### src/rtl/hazard_fwd_unit.sv
// Load-use hazard detection and EX operand forwarding select.
// Tracks in-flight destinations per stage and picks the youngest producer.
module hazard_fwd_unit #(
    parameter int DEPTH        = 3,
    parameter int LOAD_FWD_IDX = 2,
    parameter int RBITS        = 5,
    parameter int CNTW         = 16
) (
    input  logic                       clk,
    input  logic                       rst_n,
    input  logic                       id_valid,
    input  logic [RBITS-1:0]           id_rs1,
    input  logic [RBITS-1:0]           id_rs2,
    input  logic                       id_rs1_used,
    input  logic                       id_rs2_used,
    input  logic [RBITS-1:0]           id_rd,
    input  logic                       id_rd_wen,
    input  logic                       id_is_load,
    input  logic                       flush_i,
    output logic                       stall_o,
    output logic                       ex_valid_o,
    output logic [$clog2(DEPTH)-1:0]   fwd_a_o,
    output logic [$clog2(DEPTH)-1:0]   fwd_b_o,
    output logic [CNTW-1:0]            stall_cnt_o
);

    localparam int FW = $clog2(DEPTH);

    logic [DEPTH-1:0]            v_q, v_d;
    logic [DEPTH-1:0]            wen_q, wen_d;
    logic [DEPTH-1:0]            ld_q, ld_d;
    logic [DEPTH-1:0][RBITS-1:0] rd_q, rd_d;
    logic [FW-1:0]               fwd_a_q, fwd_a_d;
    logic [FW-1:0]               fwd_b_q, fwd_b_d;
    logic [CNTW-1:0]             cnt_q, cnt_d;

    logic [FW-1:0] sel_a, sel_b;
    logic          stl_a, stl_b;
    logic          adv;

    // Scan oldest to youngest so the youngest producer overwrites the select.
    // The last entry has already written the regfile and is never matched.
    always_comb begin
        sel_a = '0;
        sel_b = '0;
        stl_a = 1'b0;
        stl_b = 1'b0;
        for (int i = DEPTH - 1; i >= 0; i--) begin
            if (i < DEPTH - 1 && v_q[i] && wen_q[i] && rd_q[i] != '0) begin
                if (id_rs1_used && rd_q[i] == id_rs1) begin
                    sel_a = FW'(i + 1);
                    stl_a = ld_q[i] && (i + 1 < LOAD_FWD_IDX);
                end
                if (id_rs2_used && rd_q[i] == id_rs2) begin
                    sel_b = FW'(i + 1);
                    stl_b = ld_q[i] && (i + 1 < LOAD_FWD_IDX);
                end
            end
        end
    end

    assign stall_o = rst_n && id_valid && !flush_i && (stl_a || stl_b);
    assign adv     = id_valid && !stall_o && !flush_i;

    always_comb begin
        v_d     = {v_q[DEPTH-2:0], adv};
        wen_d   = {wen_q[DEPTH-2:0], id_rd_wen};
        ld_d    = {ld_q[DEPTH-2:0], id_is_load};
        rd_d    = {rd_q[DEPTH-2:0], id_rd};
        fwd_a_d = adv ? sel_a : '0;
        fwd_b_d = adv ? sel_b : '0;
        cnt_d   = cnt_q;
        if (stall_o && cnt_q != '1) begin
            cnt_d = cnt_q + 1'b1;
        end
    end

    always_ff @(posedge clk) begin
        if (!rst_n) begin
            v_q     <= '0;
            wen_q   <= '0;
            ld_q    <= '0;
            rd_q    <= '0;
            fwd_a_q <= '0;
            fwd_b_q <= '0;
            cnt_q   <= '0;
        end else begin
            v_q     <= v_d;
            wen_q   <= wen_d;
            ld_q    <= ld_d;
            rd_q    <= rd_d;
            fwd_a_q <= fwd_a_d;
            fwd_b_q <= fwd_b_d;
            cnt_q   <= cnt_d;
        end
    end

    assign ex_valid_o  = v_q[0];
    assign fwd_a_o     = fwd_a_q;
    assign fwd_b_o     = fwd_b_q;
    assign stall_cnt_o = cnt_q;

endmodule

### config.mk
export PLATFORM = sky130hd
export DESIGN_NAME = hazard_fwd_unit
export DESIGN_NICKNAME = d
export VERILOG_FILES = /design/src/rtl/hazard_fwd_unit.sv
export SDC_FILE = /design/constraint.sdc
export NUM_CORES = 1
export LEC_CHECK = 0
export ABC_AREA = 0
export BUFFER_PORTS_ARGS = -buffer_cell sky130_fd_sc_hd__buf_2
export CORE_MARGIN = 10
export CORE_UTILIZATION = 47
export DETAILED_ROUTE_END_ITERATION = 10
export PLACE_DENSITY = 0.84
export SYNTH_ARGS = -nofsm -noshare
export SYNTH_HDL_FRONTEND = slang
export SYNTH_SLANG_ARGS = --single-unit
### constraint.sdc
create_clock -name clk -period 1.65 [get_ports clk]
set_input_delay 0.0825 -clock clk [delete_from_list [all_inputs] [get_ports clk]]
set_output_delay 0.0825 -clock clk [all_outputs]
set_load 0.01 [all_outputs]
==> results.md, run 1 <==
| Group | Quantity | Value |
| --- | --- | --- |
| run status | Result of the run | complete, but fails checks |
| run status | Violations in the final reports | negative setup slack |
| critical path | Data arrival, critical path | 1.92 ns |
| detailed routing | Sum of met2 wire segment lengths after detailed routing | 2.60 mm |
| global routing | Wire length of the first global-routing pass | 8.28 mm |
| floorplanning | Core area | 3420 sq um |
| clock tree | Clk_lat worst skew | 0.36 ns |
| sta | Total setup violations reported at the end of the flow | 19 |
| logic synthesis | Synthesized area per cell | 9.14 sq um |
| pwr | Worst IR Drop VDD | 0.662 mV |
| logic synthesis | Synth Cell Area | 1700 sq um |
| clock tree | Root buffer cell | sky130_fd_sc_hd__clkbuf_4 |
| logic synthesis | Portion of the post-synthesis area used by sequential elements | 0.412 |
| placement | Count of input and output buffers | 44 |
| floorplanning | Top-Level Pins | 45 |
| detailed routing | Highest signal layer in the routed design | met4 |
| clock tree | TritonCTS Buffers | 5 |
| critical path | Type of element capturing the critical path | output port |
| logic synthesis | Net count after synthesis | 210 |
| detailed routing | Routed met1 length | 2.28 mm |
| sta | Final worst slack | -0.355 ns |
| critical path | Crit Path Category | reg2out |
| floorplanning | Vert. Die Dim | 80.2 microns |
| global routing | Largest net degree at the start of global routing | 22 |
| logic synthesis | Fraction of registers with async set/reset | 0 |
| sta | Total count of hold-check failures in the final report | 0 |
| sta | Final slew viol count | 0 |
| critical path | Critical path data required time | 1.57 ns |
| logic synthesis | Top-area cell type share of the netlist area | 0.412 |
| floorplanning | Number of rows in the core area | 21 |
| sta | Setup skew after layout | 0.0179 ns |
| placement | HPWL reported at the end of detailed placement | 3.47 mm |
| pwr | Leakage Power | 1.11 nW |
| detailed routing | Routed met3 length | 436 microns |
| detailed routing | Drt wl/cell | 16.2 microns |
| layout | Area added between synthesis and finish | 53.9% |
| global routing | Vias in the first global route | 1764 |
| placement | Placer's final routability congestion estimate | 0.948 |
| clock tree | Clock sink total | 35 |
| logic synthesis | EDFF count, synth | 0 |
| layout | Post-layout nets | 316 |
| logic synthesis | Cell accounting for the most synthesized area | sky130_fd_sc_hd__dfxtp_1 |
| floorplanning | Starting density of the core | 0.498 |
| logic synthesis | Most frequent cell after synthesis | sky130_fd_sc_hd__dfxtp_1 |
| detailed routing | Number of detailed-route iterations in the first pass | 6 |
| pwr | Total Power | 1.56 mW |
| critical path | Critical path peak fanout | 4 |
| min path | Class of the most critical hold timing path | in2reg |
| detailed routing | Antenna-violating nets left | 0 |
| floorplanning | Overall die area | 6420 sq um |
| logic synthesis | Synth cell count leaders | sky130_fd_sc_hd__dfxtp_1 (35), sky130_fd_sc_hd__xor2_1 (19), sky130_fd_sc_hd__and2_1 (14) |
| logic synthesis | Distinct cell type count after synthesis | 42 |
| global routing | Final global-route overflow total | 0 |
| logic synthesis | #FFs+latches synth | 35 |
| layout | Diodes inserted | 0 |
| clock tree | Clock-pin transition on the worst setup and hold timing paths | 0.12 ns |
| sta | Tcrit/Tclk final | 1.22 |
| logic synthesis | Most used flip-flop cell after synthesis | sky130_fd_sc_hd__dfxtp_1 |
| run | Total of max-cap violations | 0 |
| sta | Upper clock frequency limit | 499 MHz |
| clock tree | Clock H-tree levels | 2 |
| sta | Max-slew headroom at the worst pin | 0.694 |
| detailed routing | DRC violation count after routing | 0 |
| sta | Pin slew with the least headroom to its limit | 0.459 ns |
| detailed routing | Vias/cell | 5.36 |
| pwr | Power density over the cells | 595 nW/um^2 |
| global routing | Total routing usage reported by global routing | 0.160 |
| sta | Fin crit period | 2.01 ns |
| critical path | Standard cell with the maximum stage delay on the critical path | sky130_fd_sc_hd__or4_4 |
| critical path | Largest delay share family, worst path | simple AND/OR/NAND/NOR gates |
| critical path | Number of buffer and inverter stages on the critical path | 4 |
| floorplanning | Die boundary width | 80.2 microns |
| critical path | CP max stage delay | 0.53 ns |
| critical path | CP Launch Type | register |
| critical path | Library cell appearing most often on the critical path | sky130_fd_sc_hd__buf_6 |
| layout | Non-filler instance count after layout | 339 |
| clock tree | CTS tree | built |
| logic synthesis | Post-synthesis instance total | 186 |
| critical path | CP cell instances | or4_4 -> o211ai_4 -> buf_6 -> nor2_4 -> o21ai_4 -> buf_6 -> inv_2 -> buf_6 |
| detailed routing | Initial drt markers | 179 |
| detailed routing | Detailed Route WL | 5.48 mm |
| layout | Ratio of cells with drive above 1 in the final layout | 0.481 |
| sta | Unrepaired setup endpoints after global routing | true |
| global routing | Number of antenna violations at the first check in global routing | 0 |
| clock tree | Clock buffer depth | 2 |
| logic synthesis | Yosys warning total | 0 |
| detailed routing | Total number of vias | 1816 |
| placement | Number of placed cells counting well taps | 312 |
| logic synthesis | Synth top area cells | sky130_fd_sc_hd__dfxtp_1 (41%), sky130_fd_sc_hd__xor2_1 (9.8%), sky130_fd_sc_hd__and2_1 (5.2%) |
## registers in the layout, indices dropped and copies added, names as in the netlist
register	flops
stall_cnt_o	16
rd_d	10
fwd_a_o	2
fwd_b_o	2
v_q	2
wen_q	2
ld_q	1
## tightest hold or removal path: stages
cell                       delay [ns]
sky130_fd_sc_hd__buf_2           0.08
sky130_fd_sc_hd__nand3b_1        0.14
sky130_fd_sc_hd__nor2_1          0.06
## worst paths after layout
path                 start         endpoint  slack [ns]  cells past startpoint
hold reg to reg   wen_q[0]         wen_q[1]        0.52                      1
hold / removal     flush_i           v_q[0]        0.05                      3
setup / recovery   rd_d[7]          stall_o       -0.36                      8
setup reg to reg   rd_d[9]  stall_cnt_o[11]       -0.32                      8
## cells in the final DEF (no fill, tap or decap), types with 4 or more instances in the layout
cell / instances
sky130_fd_sc_hd__and2_1: 14
sky130_fd_sc_hd__dfxtp_1: 26
sky130_fd_sc_hd__or3_1: 6
sky130_fd_sc_hd__clkbuf_4: 5
sky130_fd_sc_hd__nand4_1: 5
sky130_fd_sc_hd__a21oi_2: 4
sky130_fd_sc_hd__nand2_1: 10
sky130_fd_sc_hd__nor3_1: 4
sky130_fd_sc_hd__o21ai_0: 8
sky130_fd_sc_hd__inv_1: 5
sky130_fd_sc_hd__buf_6: 6
sky130_fd_sc_hd__dlygate4sd3_1: 9
sky130_fd_sc_hd__a21oi_1: 7
sky130_fd_sc_hd__nor2_1: 9
sky130_fd_sc_hd__xnor2_1: 4
sky130_fd_sc_hd__buf_4: 48
sky130_fd_sc_hd__buf_2: 43
sky130_fd_sc_hd__nor4_1: 5
sky130_fd_sc_hd__xor2_1: 18
sky130_fd_sc_hd__dfxtp_2: 6
sky130_fd_sc_hd__nand3_1: 7
## cells by family after synthesis
kind of cell               after synthesis  share of synthesized area
adders and majority gates                1                    0.00736
xor gates and xnor gates                23                      0.118
AOI/OAI and AO/OA                       31                      0.129
and+or+nand+nor                         82                      0.283
DFF                                     35                      0.412
muxes                                    1                    0.00589
buffers and inverters                   13                     0.0441
## report_power, final
part,total [mW],switching (mW),internal [mW]
combinational,0.165,0.0714,0.0933
sequential,0.879,0.0196,0.859
clock,0.513,0.342,0.170
total,1.56,0.433,1.12
## metrics by stage
stage	util	hold WS [ns]	setup TNS (ns)	worst slack, ns	cell area (sq um)
after floorplan	-	0.209	-0.950	-0.136	1720
after global placement	0.663	0.288	-2.69	-0.240	2270
after detailed placement	0.663	0.292	-3.02	-0.259	2270
after CTS	0.736	0.0378	-3.85	-0.330	2510
after global routing	0.766	0.0757	-6.13	-0.412	2620
final	0.766	0.0461	-4.38	-0.355	2620
## metal layers
layer,track usage,vias to the layer above
met5,0,-
met4,0.0687,0
met3,0.0523,19
met2,0.262,87
met1,0.186,836
li1,-,874
## final cells by class
cell class              instances  area (sq um)
clock buffers                   5          37.5
clock inverters                 3          23.8
fillers                       225           800
inverters                       6          22.5
multi-input cells             138          1020
flip-flops and latches         35           719
well taps                      46          57.6
repair buffers                106           733
## repair_timing
| action | in CTS | in global routing |
|---|---|---|
| pin swaps | 12 | 9 |
| endpoints found under the setup margin | 19 | 22 |
| endpoints found under the hold margin | 9 | 0 |
| cloned | 0 | 0 |
| hold buffers | 9 | 0 |
| setup buffers | 6 | 4 |
| resized for setup | 14 | 14 |
Note: power is estimated with default switching activity, not from simulation.
==> run 2: changes to the inputs <==
Settings changed: CORE_ASPECT_RATIO set to 1.4, CORE_UTILIZATION 47 to 45, PLACE_DENSITY 0.84 to 0.82, SETUP_SLACK_MARGIN set to 0.05.
==> run 2 against run 1 <==
The run ends with negative hold slack, negative setup slack left. Register-to-register slack got worse by 0.05 ns. Global-route usage increased by 1.3 points. Power increased by 21%. Fmax decreased by 0.52%. Highest routed layer unchanged.
==> results.md, run 2 (synthesis gave the netlist of run 1 again) <==
| Group | Quantity | Value |
| --- | --- | --- |
| pwr | Combinational share of power | 0.101 |
| sta | Tcrit/Tclk final | 1.22 |
| layout | Non-filler instance count after layout | 338 |
| floorplanning | Top-Level Pins | 45 |
| clock tree | Clk_lat worst skew | 0.30 ns |
| critical path | Length in cells of the worst reg-to-reg path | 7 |
| sta | Final slew viol count | 0 |
| critical path | Critical path peak fanout | 4 |
| placement | Placer's final routability congestion estimate | 0.880 |
| run | Total of max-cap violations | 0 |
| sta | Setup skew after layout | 0.00762 ns |
| layout | Area added between synthesis and finish | 65.0% |
| global routing | Peak-usage layer in the global routing report | met2 |
| clock tree | Clock buffer depth | 2 |
| placement | Number of placed cells counting well taps | 311 |
| floorplanning | Starting density of the core | 0.467 |
| pwr | Proportion of power drawn by the clock network | 0.432 |
| pwr | Total net switching power | 0.437 mW |
| critical path | Critical path data required time | 1.87 ns |
| sta | Total negative slack | -4.83 ns |
| floorplanning | Core area | 3640 sq um |
| global routing | Number of antenna violations at the first check in global routing | 0 |
| sta | Worst hold margin | -0.00523 ns |
| layout | Diodes inserted | 0 |
| critical path | Type of element capturing the critical path | register |
| clock tree | TritonCTS Buffers | 5 |
| sta | Total count of hold-check failures in the final report | 1 |
| layout | Post-layout nets | 319 |
| min path | Hold path cells | 2 |
| critical path | Crit Path Category | reg2reg |
| layout | Fill cell count | 224 |
| detailed routing | Detailed Route WL | 6.37 mm |
| global routing | Final global-route overflow total | 0 |
| clock tree | Clock sink total | 35 |
| clock tree | Clock-pin transition on the worst setup and hold timing paths | 0.07 ns |
| layout | Post-route cell area | 2810 sq um |
| placement | Count of input and output buffers | 44 |
| floorplanning | Die boundary width | 72.0 microns |
| run status | Result of the run | complete, but fails checks |
| layout | Commonest non-fill, non-tap cells in the layout | sky130_fd_sc_hd__buf_4 (45), sky130_fd_sc_hd__buf_2 (43), sky130_fd_sc_hd__dfxtp_1 (26) |
| global routing | Global-route met1 utilization | 0.176 |
| placement | HPWL reported at the end of detailed placement | 3.63 mm |
| pwr | Switching part of the total power | 0.231 |
| global routing | Vias in the first global route | 2027 |
| floorplanning | Overall die area | 6670 sq um |
| global routing | Met3 Usage GRT | 0.0534 |
| min path | Class of the most critical hold timing path | in2reg |
| placement | Worst slack at placement | -0.291 ns |
| sta | Upper clock frequency limit | 496 MHz |
| placement | Placed Area | 2290 sq um |
| pwr | Power density over the cells | 673 nW/um^2 |
| sta | Unrepaired setup endpoints after global routing | true |
| detailed routing | Antenna-violating nets left | 0 |
| critical path | CP Launch Type | register |
| run status | Violations in the final reports | negative hold slack, negative setup slack |
| clock tree | CTS tree | built |
| pwr | Cell Int Power | 1.45 mW |
| pwr | Total Power | 1.89 mW |
| detailed routing | Total number of vias | 1859 |
| global routing | Met2 usage in global routing | 0.305 |
| global routing | Wire length of the first global-routing pass | 9.43 mm |
| layout | Most common cell after layout, fill and taps aside | sky130_fd_sc_hd__buf_4 |
| floorplanning | Number of rows in the core area | 26 |
| detailed routing | Drt wl/cell | 18.8 microns |
| clock tree | Root buffer cell | sky130_fd_sc_hd__clkbuf_8 |
| layout | Number of flip-flops in the largest register | 16 |
| global routing | Largest net degree at the start of global routing | 22 |
| sta | Pin slew with the least headroom to its limit | 0.517 ns |
| sta | Final worst slack | -0.366 ns |
| detailed routing | Number of detailed-route iterations in the first pass | 4 |
| detailed routing | Initial drt markers | 75 |
| pwr | Leakage Power | 1.19 nW |
| detailed routing | DRC violation count after routing | 0 |
| clock tree | Clock H-tree levels | 2 |
| floorplanning | Vert. Die Dim | 92.7 microns |
| pwr | Worst IR Drop VDD | 0.784 mV |
| pwr | Part of the total power dissipated in sequential elements | 0.467 |
| global routing | Total routing usage reported by global routing | 0.173 |
| sta | Max-slew headroom at the worst pin | 0.655 |
| layout | Ratio of cells with drive above 1 in the final layout | 0.541 |
| critical path | Data arrival, critical path | 2.24 ns |
| detailed routing | Vias/cell | 5.50 |
| sta | Total setup violations reported at the end of the flow | 19 |
| sta | Fin crit period | 2.02 ns |
run 2: changes by cell type in the layout (fill, tap and decap cells not counted), sizes merged:
cell         delta
buf             +5
clkinv          +1
clkinvlp        -2
bufinv          +1
inv             -1
dlygate4sd3     -3
o21ai           +1
clkbuf          +1
run 2: per-stage QoR:
stage               hold slack [ns]   util
finish                     -0.00523  0.770
global placement              0.289  0.630
detailed placement            0.294  0.630
global route               0.000894  0.770
floorplan                     0.209      -
CTS                         0.00113  0.740
run 2: final cells by class:
class                      count  area (sq um)  area share
clock buffer                   6          82.6      0.0294
clock inverter                 2          35.0      0.0125
inverter                       6          22.5     0.00802
multi-input combinational    139          1120       0.398
sequential                    35           717       0.255
tap                           42          52.6      0.0187
timing repair buffer         108           779       0.278
run 2: final timing paths:
path	startpoint	end	slack, ns
max	rd_d[5]	stall_cnt_o[13]	-0.37
min	id_is_load	ld_q[0]	-0.005
max reg2reg	rd_d[5]	stall_cnt_o[13]	-0.37
min reg2reg	v_q[1]	fwd_a_o[1]	0.52
run 2: power by group through the flow:
| stage | clock network, mW | logic, mW | registers, mW |
|---|---|---|---|
| 2_1_floorplan | 0 | 0.0696 | 0.894 |
| 3_3_place_gp | 0 | 0.139 | 0.895 |
| 3_5_place_dp | 0 | 0.142 | 0.896 |
| 4_1_cts | 0.806 | 0.166 | 0.879 |
| 5_1_grt | 0.857 | 0.203 | 0.883 |
| 6_report | 0.816 | 0.191 | 0.882 |
run 2: layer usage:
metal	vias up	routed length (microns)
li1	876	-
met1	878	2460
met2	79	3240
met3	26	422
met4	0	250
met5	-	0
run 2: critical path: stages, from the launching register on:
cell and delay, ns:
sky130_fd_sc_hd__dfxtp_4 0.36, sky130_fd_sc_hd__xor2_2 0.15, sky130_fd_sc_hd__nor4_2 0.33, sky130_fd_sc_hd__and3_4 0.31
sky130_fd_sc_hd__buf_6 0.13, sky130_fd_sc_hd__o21ai_4 0.06, sky130_fd_sc_hd__or4_4 0.48, sky130_fd_sc_hd__a21oi_2 0.12
run 2: repair_timing:
| item | CTS | global route |
|---|---|---|
| endpoints found under the setup margin | 19 | 22 |
| resized for setup | 26 | 27 |
| hold buffers | 6 | 0 |
| pin swaps | 18 | 26 |
| setup buffers | 12 | 4 |
| hold endpoints to repair | 6 | 0 |
| cloned | 1 | 0 |
